**src/rtl/entrada_operandos_pkg.sv**
```systemverilog
// entrada_operandos_pkg: state codes and default constants shared by the
// operand-entry sequencer and its pushbutton conditioner.
package entrada_operandos_pkg;

    // 20 ms of key stability at 50 MHz.
    localparam int DEB_CYCLES_DEF = 1000000;

    // Encodings are visible on the LEDs; 2'b11 is unused.
    typedef enum logic [1:0] {
        GET_A = 2'b00,
        GET_B = 2'b01,
        SHOW  = 2'b10
    } state_t;

endpackage : entrada_operandos_pkg

```
**src/rtl/entrada_operandos_debounce_tecla.sv**
```systemverilog
// debounce_tecla: conditions one active-low pushbutton into a single-cycle
// press pulse. Two-flop synchronizer, optional debounce counter (present only
// when ENTRADA_DEBOUNCE_EN is defined), then a registered falling-edge pulse.
// A key already held when reset is released is ignored until it has been seen
// released at least once.
module debounce_tecla
    import entrada_operandos_pkg::*;
#(
    parameter int DEB_CYCLES = DEB_CYCLES_DEF
) (
    input  logic clk,
    input  logic rst_n,
    input  logic key_n,
    output logic press
);

    logic sync1_d, sync1_q;
    logic sync2_d, sync2_q;
    logic stable;
    logic lvl_d, lvl_q;
    logic lvl_prev_d, lvl_prev_q;
    logic armed_d, armed_q;
    logic press_d, press_q;

    // Synchronizer next values. The chain resets to 0 ("possibly pressed") so
    // that only a genuinely sampled high level can arm the press detector.
    always_comb begin
        sync1_d = key_n;
        sync2_d = sync1_q;
    end

    // Synchronizer flops.
    always_ff @(posedge clk or negedge rst_n) begin
        if (!rst_n) begin
            sync1_q <= 1'b0;
            sync2_q <= 1'b0;
        end else begin
            // NOTE: non-blocking assignments let every flop sample the
            // pre-edge value of its neighbour, which is what makes this a
            // two-stage shift rather than a single wire.
            sync1_q <= sync1_d;
            sync2_q <= sync2_d;
        end
    end

`ifdef ENTRADA_DEBOUNCE_EN
    localparam int CNT_W = (DEB_CYCLES > 1) ? $clog2(DEB_CYCLES) : 1;

    logic [CNT_W-1:0] cnt_d, cnt_q;
    logic             stable_d, stable_q;

    // Count consecutive cycles of disagreement; adopt the new level once the
    // count has reached DEB_CYCLES-1 and the levels still differ.
    always_comb begin
        // NOTE: every output of a combinational block gets a default first,
        // so no path through the ifs leaves it unassigned (no latch).
        cnt_d    = '0;
        stable_d = stable_q;
        if (sync2_q != stable_q) begin
            if (cnt_q == CNT_W'(DEB_CYCLES - 1)) begin
                stable_d = sync2_q;
            end else begin
                cnt_d = cnt_q + 1'b1;
            end
        end
    end

    // Debounce state: stable level starts released, counter at zero.
    always_ff @(posedge clk or negedge rst_n) begin
        if (!rst_n) begin
            cnt_q    <= '0;
            stable_q <= 1'b1;
        end else begin
            cnt_q    <= cnt_d;
            stable_q <= stable_d;
        end
    end

    assign stable = stable_q;
`else
    // Clean-signal build: the synchronizer feeds edge detection directly.
    assign stable = sync2_q;
`endif

    // Edge detector and arming: a falling edge of the registered level gives
    // one pulse, but only after the key has been observed released.
    always_comb begin
        lvl_d      = stable;
        lvl_prev_d = lvl_q;
        armed_d    = armed_q | sync2_q;
        press_d    = armed_q & lvl_prev_q & ~lvl_q;
    end

    // Edge detector flops; levels reset to released.
    always_ff @(posedge clk or negedge rst_n) begin
        if (!rst_n) begin
            lvl_q      <= 1'b1;
            lvl_prev_q <= 1'b1;
            armed_q    <= 1'b0;
            press_q    <= 1'b0;
        end else begin
            lvl_q      <= lvl_d;
            lvl_prev_q <= lvl_prev_d;
            armed_q    <= armed_d;
            press_q    <= press_d;
        end
    end

    assign press = press_q;

endmodule : debounce_tecla

```
**src/rtl/entrada_operandos.sv**
```systemverilog
// entrada_operandos: operand-entry sequencer ahead of the 4-bit
// adder/subtractor. Captures A, B and add/sub from the switches on enter
// presses and holds them for the combinational adder. Define
// ENTRADA_DEBOUNCE_EN to include the pushbutton debounce counters.
module entrada_operandos
    import entrada_operandos_pkg::*;
#(
    parameter int WIDTH      = 4,
    parameter int DEB_CYCLES = DEB_CYCLES_DEF
) (
    input  logic             CLOCK_50,
    input  logic             rst_n,
    input  logic             key_enter_n,
    input  logic             key_clear_n,
    input  logic [WIDTH-1:0] sw_data,
    input  logic             sw_op,
    output logic [WIDTH-1:0] op_a,
    output logic [WIDTH-1:0] op_b,
    output logic             op_sub,
    output logic             op_valid,
    output logic             result_load,
    output logic [1:0]       state_code
);

    logic enter_press;
    logic clear_press;

    debounce_tecla #(.DEB_CYCLES(DEB_CYCLES)) u_enter (
        .clk   (CLOCK_50),
        .rst_n (rst_n),
        .key_n (key_enter_n),
        .press (enter_press)
    );

    debounce_tecla #(.DEB_CYCLES(DEB_CYCLES)) u_clear (
        .clk   (CLOCK_50),
        .rst_n (rst_n),
        .key_n (key_clear_n),
        .press (clear_press)
    );

    state_t           state_d, state_q;
    logic [WIDTH-1:0] op_a_d, op_a_q;
    logic [WIDTH-1:0] op_b_d, op_b_q;
    logic             op_sub_d, op_sub_q;
    logic             op_valid_d, op_valid_q;
    logic             result_load_d, result_load_q;

    // Next state and operand captures; clear overrides a simultaneous enter.
    // The switches are looked at only in a press cycle.
    always_comb begin
        state_d  = state_q;
        op_a_d   = op_a_q;
        op_b_d   = op_b_q;
        op_sub_d = op_sub_q;
        if (clear_press) begin
            state_d  = GET_A;
            op_a_d   = '0;
            op_b_d   = '0;
            op_sub_d = 1'b0;
        end else begin
            case (state_q)
                GET_A: begin
                    if (enter_press) begin
                        op_a_d  = sw_data;
                        op_b_d  = '0;
                        state_d = GET_B;
                    end
                end
                GET_B: begin
                    if (enter_press) begin
                        op_b_d   = sw_data;
                        op_sub_d = sw_op;
                        state_d  = SHOW;
                    end
                end
                SHOW: begin
                    if (enter_press) begin
                        op_a_d  = sw_data;
                        op_b_d  = '0;
                        state_d = GET_B;
                    end
                end
                default: state_d = GET_A;
            endcase
        end
        // Registered decodes of the next state keep the status outputs
        // glitch-free and aligned with state_code.
        op_valid_d    = (state_d == SHOW);
        result_load_d = (state_d == SHOW) && (state_q != SHOW);
    end

    // State and operand registers.
    always_ff @(posedge CLOCK_50 or negedge rst_n) begin
        if (!rst_n) begin
            state_q       <= GET_A;
            op_a_q        <= '0;
            op_b_q        <= '0;
            op_sub_q      <= 1'b0;
            op_valid_q    <= 1'b0;
            result_load_q <= 1'b0;
        end else begin
            state_q       <= state_d;
            op_a_q        <= op_a_d;
            op_b_q        <= op_b_d;
            op_sub_q      <= op_sub_d;
            op_valid_q    <= op_valid_d;
            result_load_q <= result_load_d;
        end
    end

    assign op_a        = op_a_q;
    assign op_b        = op_b_q;
    assign op_sub      = op_sub_q;
    assign op_valid    = op_valid_q;
    assign result_load = result_load_q;
    assign state_code  = state_q;

endmodule : entrada_operandos

```
**config.mk**
```make
export PLATFORM = sky130hd
export DESIGN_NAME = entrada_operandos
export DESIGN_NICKNAME = d
export VERILOG_FILES = /design/src/rtl/entrada_operandos_pkg.sv /design/src/rtl/entrada_operandos_debounce_tecla.sv /design/src/rtl/entrada_operandos.sv
export SDC_FILE = /design/constraint.sdc
export NUM_CORES = 1
export LEC_CHECK = 0
export CORE_AREA = 2 2 47 49
export DETAILED_ROUTE_END_ITERATION = 8
export DIE_AREA = 0 0 49 51
export PLACE_DENSITY_LB_ADDON = 0.1
export SLEW_MARGIN = 15
export SYNTH_ARGS = -nofsm -noshare
export SYNTH_HDL_FRONTEND = slang
export SYNTH_SLANG_ARGS = --single-unit
```
**constraint.sdc**
```tcl
create_clock -name CLOCK_50 -period 1.75 [get_ports CLOCK_50]
set_input_delay 0.35 -clock CLOCK_50 [delete_from_list [all_inputs] [get_ports CLOCK_50]]
set_output_delay 0.35 -clock CLOCK_50 [all_outputs]
set_load 0.05 [all_outputs]
```
==> results of run 1 <==
-- final cells by class --
type	count	share of cell area (%)
sequential	25	53.7
multi-input combinational	40	22.1
timing repair buffer	23	18.6
tap	28	2.99
clock buffer	3	1.92
clock inverter	1	0.426
inverter	1	0.320
-- metal layers --
metal	vias up	wire, µm	GRT usage, %
li1	283	-	-
met1	265	696	18.9
met2	12	669	18.7
met3	2	50	2.05
met4	0	17	10.0
met5	-	0	0
-- logic make-up after synthesis --
family,Yosys count
DFF,25
buffers and inverters,6
AOI/OAI and AO/OA,8
muxes,5
and+or+nand+nor,27
-- synthesized netlist by cell type --
cell,count,area (µm²)
buf_6,1,11.3
nand3_1,3,15.0
a211oi_1,1,7.51
nand2b_1,4,25.0
buf_1,1,3.75
nor2_1,9,33.8
a21o_1,1,7.51
a21oi_2,1,8.76
inv_1,1,3.75
or2_2,2,12.5
a21oi_1,2,10.0
nand4b_1,3,26.3
buf_2,2,10.0
a31oi_1,3,18.8
dfrtp_1,21,526
nand3b_4,1,20.0
buf_4,1,7.51
nand2_1,4,15.0
mux2i_1,5,50.1
dfstp_2,4,105
or3b_1,1,8.76
-- registers in the layout (all words and copies together) (netlist names) --
signal and flops:
u_clear.sync1_q 1, u_clear.lvl_d 1, u_clear.lvl_prev_d 1, u_clear.lvl_prev_q 1, op_b 4, u_clear.press 1
u_enter.lvl_prev_q 1, op_sub 1, u_enter.armed_q 1, u_clear.armed_q 1, op_a 4, state_code 2
u_enter.sync1_q 1, u_enter.lvl_prev_d 1, u_enter.lvl_d 1, u_enter.press 1, result_load 1, op_valid 1
-- report_power, final --
part / switching (mW) / internal (mW)
clock network: 0.157 / 0.0852
registers: 0.0328 / 0.619
logic: 0.150 / 0.0952
-- worst max path at each step --
stage / start / to / slack (ns) / cells past startpoint
after CTS: state_code[0] / state_code[0] / 0.33 / 2
after global placement: sw_data[2] / op_b[2] / 0.54 / 3
after detailed placement: sw_data[2] / op_b[2] / 0.53 / 3
after global routing: state_code[1] / state_code[1] / 0.27 / 1
final: state_code[0] / state_code[0] / 0.34 / 2
after floorplan: state_code[0] / state_code[0] / 0.36 / 3
-- metrics by stage --
step	area (µm²)	setup slack (ns)	power [mW]	util (%)
2_1_floorplan	926	0.363	0.812	-
3_3_place_gp	1150	0.537	0.908	55.5
3_5_place_dp	1150	0.534	0.910	55.5
4_1_cts	1170	0.328	1.15	56.9
5_1_grt	1170	0.273	1.20	56.9
6_report	1170	0.335	1.14	56.9
==> impl_metrics.env, run 1 <==
export IMPL_synth_top_family_by_area="simple AND/OR/NAND/NOR gates"
export IMPL_worstReg2RegStart="u_enter.press"
export IMPL_viasPerCell=4.64
export IMPL_setup_tns_final_ns=0
export IMPL_clkLatencyLatePin_ns=0.30
export IMPL_cts_resized=0
export IMPL_dp_hpwl_um=1030
export IMPL_yosys_warnings=0
export IMPL_vias=562
export IMPL_clockRootBuffer="clkbuf_4"
export IMPL_hold_path_class="register to register"
export IMPL_post_cts_buffers=0
export IMPL_max_clock_path_buffers=2
export IMPL_setup_viol=0
export IMPL_dieHeight_um=51
export IMPL_seq_area_um2=631
export IMPL_reg2reg_slack_ns=0.53
export IMPL_grt_ovfl_total=0
export IMPL_core_um2=2060
export IMPL_finalWeightedCongestion=0.673
export IMPL_synth_adder_area_share_pct=0
export IMPL_grt_pass1_wl_um=2390
export IMPL_synth_area_mux_share_pct=5.41
export IMPL_critPathMaxFanout=9
export IMPL_crit_family="flip-flops"
export IMPL_cts_sinks=25
export IMPL_min_from="u_clear.sync1_q"
export IMPL_cp_num_buf_inv=2
export IMPL_antenna_found_initial=0
export IMPL_min_to="u_clear.lvl_d"
export IMPL_skew_ns=0.00126
export IMPL_synthXorXnorAreaFrac_pct=0
export IMPL_hold_depth=0
export IMPL_layout_commonest_cell="dfrtp_1"
export IMPL_vdd_ir_drop_max_mv=0.589
export IMPL_slew_limit_headroom_pct=71.0
export IMPL_reg2reg_to="op_a[3]"
export IMPL_syn_area_per_cell_um2=13.0
export IMPL_final_instance_count_excl_fill=121
export IMPL_wl_per_cell_um=11.8
export IMPL_dr_first_iter_drc_count=2
export IMPL_synthSimpleGateAreaFrac_pct=16.9
export IMPL_cp_required_ns=1.40
export IMPL_slowest_stage="dfrtp_1"
export IMPL_ys_seq_elements=25
export IMPL_finalCritPeriodShare_pct=80.8
export IMPL_max_slew_worst_pin_slew_ns=0.435
export IMPL_worstPathArrival_ns=1.06
export IMPL_hold_buffers=0
export IMPL_cts_buffers=3
export IMPL_cts_tree="yes"
export IMPL_critPathKind="register to primary output"
export IMPL_syn_instance_count=71
export IMPL_cpPeakStageDelay_ns=0.42
export IMPL_ios=22
export IMPL_port_buffers=21
export IMPL_syn_nets=80
export IMPL_firstDrtPassIters=4
export IMPL_grt_max_degree=26
export IMPL_grt_use_total_pct=13.4
export IMPL_htreeDepth=1
export IMPL_die_x_um=49
export IMPL_multi_input_area_um2=259
export IMPL_worstPathCellList="buf_4, buf_12"
export IMPL_placed_cells=117
export IMPL_leakage_nw=0.576
export IMPL_max_cap_violations=0
export IMPL_synth_compound_area_share_pct=5.68
export IMPL_antenna_left=0
export IMPL_most_common_layout_cells="dfrtp_1 (21), buf_4 (13), nor2_1 (9)"
export IMPL_syn_to_final_growth_pct=26.8
export IMPL_fillers=178
export IMPL_start_util_pct=44.9
export IMPL_grt_pass1_vias=502
export IMPL_fmax_mhz=707
export IMPL_end_kind="primary output"
export IMPL_finalHoldViolCount=0
export IMPL_power_density_nw_per_um2=970
export IMPL_syn_area_um2=926
export IMPL_rsz0062_at_grt="false"
export IMPL_critPathLaunchType="register"
export IMPL_drive_gt1_share_pct=29.0
export IMPL_rows=17
export IMPL_seq_area_frac_synth_pct=68.1
export IMPL_finalWirelength_um=1430
export IMPL_nets=103
export IMPL_ys_types=21
export IMPL_drv_slew=0
export IMPL_antenna_cells=0
export IMPL_cts_reportedPaths_clkPinSlew_ns=0.13
export IMPL_r2r_cells=3
export IMPL_drc=0
export IMPL_holdWs_ns=0.363
export IMPL_status="completed"
export IMPL_min_period_ns=1.41
export IMPL_dieArea_um2=2500
Note: power is estimated with default switching activity, not from simulation.
==> run 2, diff against run 1 <==
- CORE_AREA: 2 2 47 49 -> 2 2 48 50
- DIE_AREA: 0 0 49 51 -> 0 0 50 52
- clock period: 1.75 -> 1.5 ns (I/O delays scaled with it)
==> run 2 against run 1 <==
  * Combinational power up 42%
  * Via count up 4.4%
  * Wire length up 4.3%
  * Final cell count up 0.83%
  * Clock skew up 0.0052 ns
  * Sequential share of layout area down 5.9 points
  * Critical path type unchanged
==> impl_metrics.env, run 2 (synthesized netlist as in run 1, its figures left out) <==
export IMPL_status="completed"
export IMPL_holdWs_ns=0.329
export IMPL_max_clock_path_buffers=2
export IMPL_clockRootBuffer="clkbuf_4"
export IMPL_drc=0
export IMPL_grt_ovfl_total=0
export IMPL_dp_hpwl_um=1120
export IMPL_skew_ns=0.00644
export IMPL_leakage_nw=0.612
export IMPL_setup_viol=0
export IMPL_placed_cells=118
export IMPL_cts_buffers=3
export IMPL_cts_reportedPaths_clkPinSlew_ns=0.12
export IMPL_max_slew_worst_pin_slew_ns=0.355
export IMPL_r2r_cells=3
export IMPL_die_x_um=50
export IMPL_grt_pass1_wl_um=2620
export IMPL_cp_depth=2
export IMPL_final_util_pct=62.6
export IMPL_cpPeakStageDelay_ns=0.46
export IMPL_worstPathArrival_ns=1.11
export IMPL_finalCritPeriodShare_pct=93.9
export IMPL_antenna_left=0
export IMPL_cts_tree="yes"
export IMPL_drive_gt1_share_pct=28.7
export IMPL_dieArea_um2=2600
export IMPL_most_common_layout_cells="dfrtp_1 (21), buf_12 (13), nor2_1 (9)"
export IMPL_cp_num_buf_inv=2
export IMPL_worstReg2RegStart="u_enter.press"
export IMPL_stdcell_area_um2=1320
export IMPL_hold_path_class="primary input to asynchronous set/reset pin"
export IMPL_dr_first_iter_drc_count=4
export IMPL_drv_slew=0
export IMPL_slew_limit_headroom_pct=76.3
export IMPL_rsz0062_at_grt="false"
export IMPL_crit_family="flip-flops"
export IMPL_reg2reg_to="op_a[2]"
export IMPL_antenna_found_initial=0
export IMPL_critPathKind="register to primary output"
export IMPL_end_kind="primary output"
export IMPL_ios=22
export IMPL_hold_buffers=0
export IMPL_cts_resized=0
export IMPL_grt_max_degree=26
export IMPL_fmax_mhz=710
export IMPL_vias=587
export IMPL_post_place_ws_ns=0.293
export IMPL_finalWeightedCongestion=0.681
export IMPL_clkLatencyLatePin_ns=0.30
export IMPL_vdd_ir_drop_max_mv=0.811
export IMPL_core_um2=2110
export IMPL_cts_sinks=25
export IMPL_critPathMaxFanout=8
export IMPL_port_buffers=21
export IMPL_placed_area_um2=1290
export IMPL_cp_required_ns=1.20
export IMPL_rows=17
export IMPL_cp_startpoint="state_code[0]"
export IMPL_max_cap_violations=0
export IMPL_setup_tns_final_ns=0
export IMPL_critPathLaunchType="register"
export IMPL_firstDrtPassIters=4
export IMPL_slowest_stage="dfrtp_1"
export IMPL_reg2reg_slack_ns=0.28
export IMPL_finalHoldViolCount=0
export IMPL_worstPathCellList="buf_4, buf_12"
export IMPL_post_cts_buffers=0
export IMPL_layout_commonest_cell="dfrtp_1"
export IMPL_grt_use_total_pct=13.6
export IMPL_syn_to_final_growth_pct=42.3
export IMPL_viasPerCell=4.81
export IMPL_start_util_pct=44.0
export IMPL_min_period_ns=1.41
export IMPL_power_density_nw_per_um2=1070
export IMPL_antenna_cells=0
export IMPL_crit_path_end="state_code[0]"
export IMPL_grt_pass1_vias=616
export IMPL_timing_final_ws_setup_ns=0.0919
export IMPL_wl_per_cell_um=12.3
export IMPL_nets=104
export IMPL_finalPower_mw=1.41
export IMPL_finalWirelength_um=1500
export IMPL_final_instance_count_excl_fill=122
export IMPL_dieHeight_um=52
export IMPL_htreeDepth=1
-- run 2: how the worst min path moves through the flow --
stage	endpoint	slack, ns	cells after the start
2_1_floorplan	op_a[0]	0.004	0
3_3_place_gp	u_clear.lvl_d	0.34	0
3_5_place_dp	u_enter.lvl_d	0.34	0
4_1_cts	op_valid	0.33	2
5_1_grt	op_sub	0.35	2
6_report	op_valid	0.33	2
-- run 2: cell type report --
cell class,instances,area [µm²]
clock buffers,4,26.3
fillers,172,788
inverters,1,3.75
multi-input cells,40,259
flip-flops and latches,25,631
well taps,28,35.0
repair buffers,24,363
-- run 2: report_power, final --
part,internal (mW),switching [mW],total (mW)
Clock,0.104,0.177,0.281
Combinational,0.175,0.175,0.350
Sequential,0.722,0.0525,0.775
-- run 2: per-layer routing --
| layer | track usage, % | up-vias | wire (µm) |
|---|---|---|---|
| li1 | - | 282 | - |
| met1 | 16.1 | 289 | 665 |
| met2 | 22.8 | 14 | 757 |
| met3 | 2.01 | 2 | 60 |
| met4 | 9.26 | 0 | 12 |
| met5 | 0 | - | 0 |
==> run 3, diff against run 2 <==
- CORE_AREA: 2 2 48 50 -> 2 2 49 51
- DIE_AREA: 0 0 50 52 -> 0 0 51 53
==> run 3 against run 2 <==
  * Clock skew decreased by 0.0010 ns
  * Total power rose by 1.0%
  * Combinational power barely moved
  * First-iteration DRC count grew 75%
  * Final cell count down 0.82%
  * Clock-buffer cell count down 1
  * Core utilization shrank 1.4 points
  * Cell area shrank 0.28%
  * Critical path depth down 1
  * Maximum frequency up 2.9%
  * Global-route usage fell by 0.28 points
  * Non-clock buffer count down 1
  * Critical path type unchanged
  * Highest routed layer unchanged
==> impl_metrics.env, run 3 (synthesized netlist as in run 1, its figures left out) <==
export IMPL_reg2reg_to="op_a[1]"
export IMPL_finalWirelength_um=1470
export IMPL_grt_use_total_pct=13.3
export IMPL_max_cap_violations=0
export IMPL_port_buffers=21
export IMPL_rsz0062_at_grt="false"
export IMPL_reg2reg_slack_ns=0.28
export IMPL_vias=580
export IMPL_finalCritPeriodShare_pct=91.2
export IMPL_seq_area_um2=631
export IMPL_finalPower_mw=1.42
export IMPL_wl_per_cell_um=12.2
export IMPL_power_density_nw_per_um2=1080
export IMPL_multi_input_area_um2=259
export IMPL_antenna_found_initial=0
export IMPL_ios=22
export IMPL_worstPathArrival_ns=1.07
export IMPL_grt_pass1_vias=551
export IMPL_setup_tns_final_ns=0
export IMPL_cpPeakStageDelay_ns=0.57
export IMPL_vdd_ir_drop_max_mv=0.764
export IMPL_dp_hpwl_um=1100
export IMPL_cts_sinks=25
export IMPL_clkLatencyLatePin_ns=0.31
export IMPL_cp_required_ns=1.20
export IMPL_firstDrtPassIters=4
export IMPL_antenna_left=0
export IMPL_start_util_pct=43.1
export IMPL_finalHoldViolCount=0
export IMPL_cp_num_buf_inv=1
export IMPL_cts_buffers=3
export IMPL_antenna_cells=0
export IMPL_placed_area_um2=1280
export IMPL_core_um2=2150
export IMPL_hold_path_class="primary input to asynchronous set/reset pin"
export IMPL_critPathKind="register to primary output"
export IMPL_drc=0
export IMPL_cts_tree="yes"
export IMPL_cts_reportedPaths_clkPinSlew_ns=0.14
export IMPL_grt_pass1_wl_um=2640
export IMPL_status="completed"
export IMPL_dr_first_iter_drc_count=7
export IMPL_setup_viol=0
export IMPL_viasPerCell=4.79
export IMPL_max_slew_worst_pin_slew_ns=0.431
export IMPL_finalWeightedCongestion=0.684
export IMPL_min_period_ns=1.37
export IMPL_cts_resized=0
export IMPL_worstPathCellList="buf_12"
export IMPL_drv_slew=0
export IMPL_slew_limit_headroom_pct=71.3
export IMPL_critPathLaunchType="register"
export IMPL_end_kind="primary output"
export IMPL_drive_gt1_share_pct=29.0
export IMPL_grt_ovfl_total=0
export IMPL_skew_ns=0.00540
export IMPL_r2r_cells=3
export IMPL_fillers=156
export IMPL_rows=17
export IMPL_syn_to_final_growth_pct=41.9
export IMPL_clockRootBuffer="clkbuf_4"
export IMPL_leakage_nw=0.606
export IMPL_dieHeight_um=53
export IMPL_nets=103
export IMPL_fmax_mhz=731
export IMPL_grt_max_degree=26
export IMPL_critPathMaxFanout=11
export IMPL_layout_commonest_cell="dfrtp_1"
export IMPL_die_x_um=51
export IMPL_crit_family="flip-flops"
export IMPL_hold_buffers=0
export IMPL_htreeDepth=1
export IMPL_worstReg2RegStart="u_enter.press"
export IMPL_stdcell_area_um2=1310
export IMPL_post_cts_buffers=0
export IMPL_dieArea_um2=2700
export IMPL_most_common_layout_cells="dfrtp_1 (21), buf_12 (13), nor2_1 (9)"
export IMPL_max_clock_path_buffers=2
export IMPL_slowest_stage="dfrtp_1"
-- run 3: cell types whose count changed in the layout (fill, tap and decap cells not counted) --
| cell | change |
|---|---|
| clkinvlp_4 | +1 |
| clkbuf_1 | -1 |
| buf_4 | -1 |
-- run 3: worst register-to-register path: stages, from the launching register on --
cell	delay [ns]
dfrtp_1	0.52
nand2b_1	0.30
mux2i_1	0.23
nor2_1	0.06
-- run 3: through the flow --
step           hold slack (ns)  cells  utilization, %  worst slack [ns]
3_5_place_dp             0.342    117            59.8             0.289
6_report                 0.334    121            61.2             0.131
3_3_place_gp             0.341    117            59.8             0.327
2_1_floorplan          0.00441     71               -             0.113
4_1_cts                  0.336    121            61.2             0.118
5_1_grt                  0.359    121            61.2            0.0427
-- run 3: power by group --
part           switching (mW)  internal, mW  leakage, nW
clock network           0.197         0.101       0.0139
registers              0.0527         0.722        0.307
logic                   0.174         0.173        0.285
-- run 3: per-layer routing --
layer	GRT usage (%)	vias to the layer above	wire length, µm
li1	-	280	-
met4	6.76	0	14
met5	0	-	0
met2	19.9	15	685
met1	18.6	283	694
met3	2.26	2	77
-- run 3: worst max path at each step --
stage	endpoint	depth (start not counted)	slack [ns]	from
2_1_floorplan	state_code[0]	3	0.11	state_code[0]
3_3_place_gp	op_a[3]	3	0.33	u_enter.press
3_5_place_dp	op_a[1]	3	0.29	u_enter.press
4_1_cts	state_code[1]	1	0.12	state_code[1]
5_1_grt	state_code[1]	1	0.04	state_code[1]
6_report	state_code[1]	1	0.13	state_code[1]
-- run 3: layout make-up --
type / instances / share of cell area, %
clock buffer: 3 / 1.71
clock inverter: 1 / 0.571
timing repair buffer: 23 / 27.0
multi-input combinational: 40 / 19.7
sequential: 25 / 48.0
tap: 28 / 2.67
inverter: 1 / 0.286
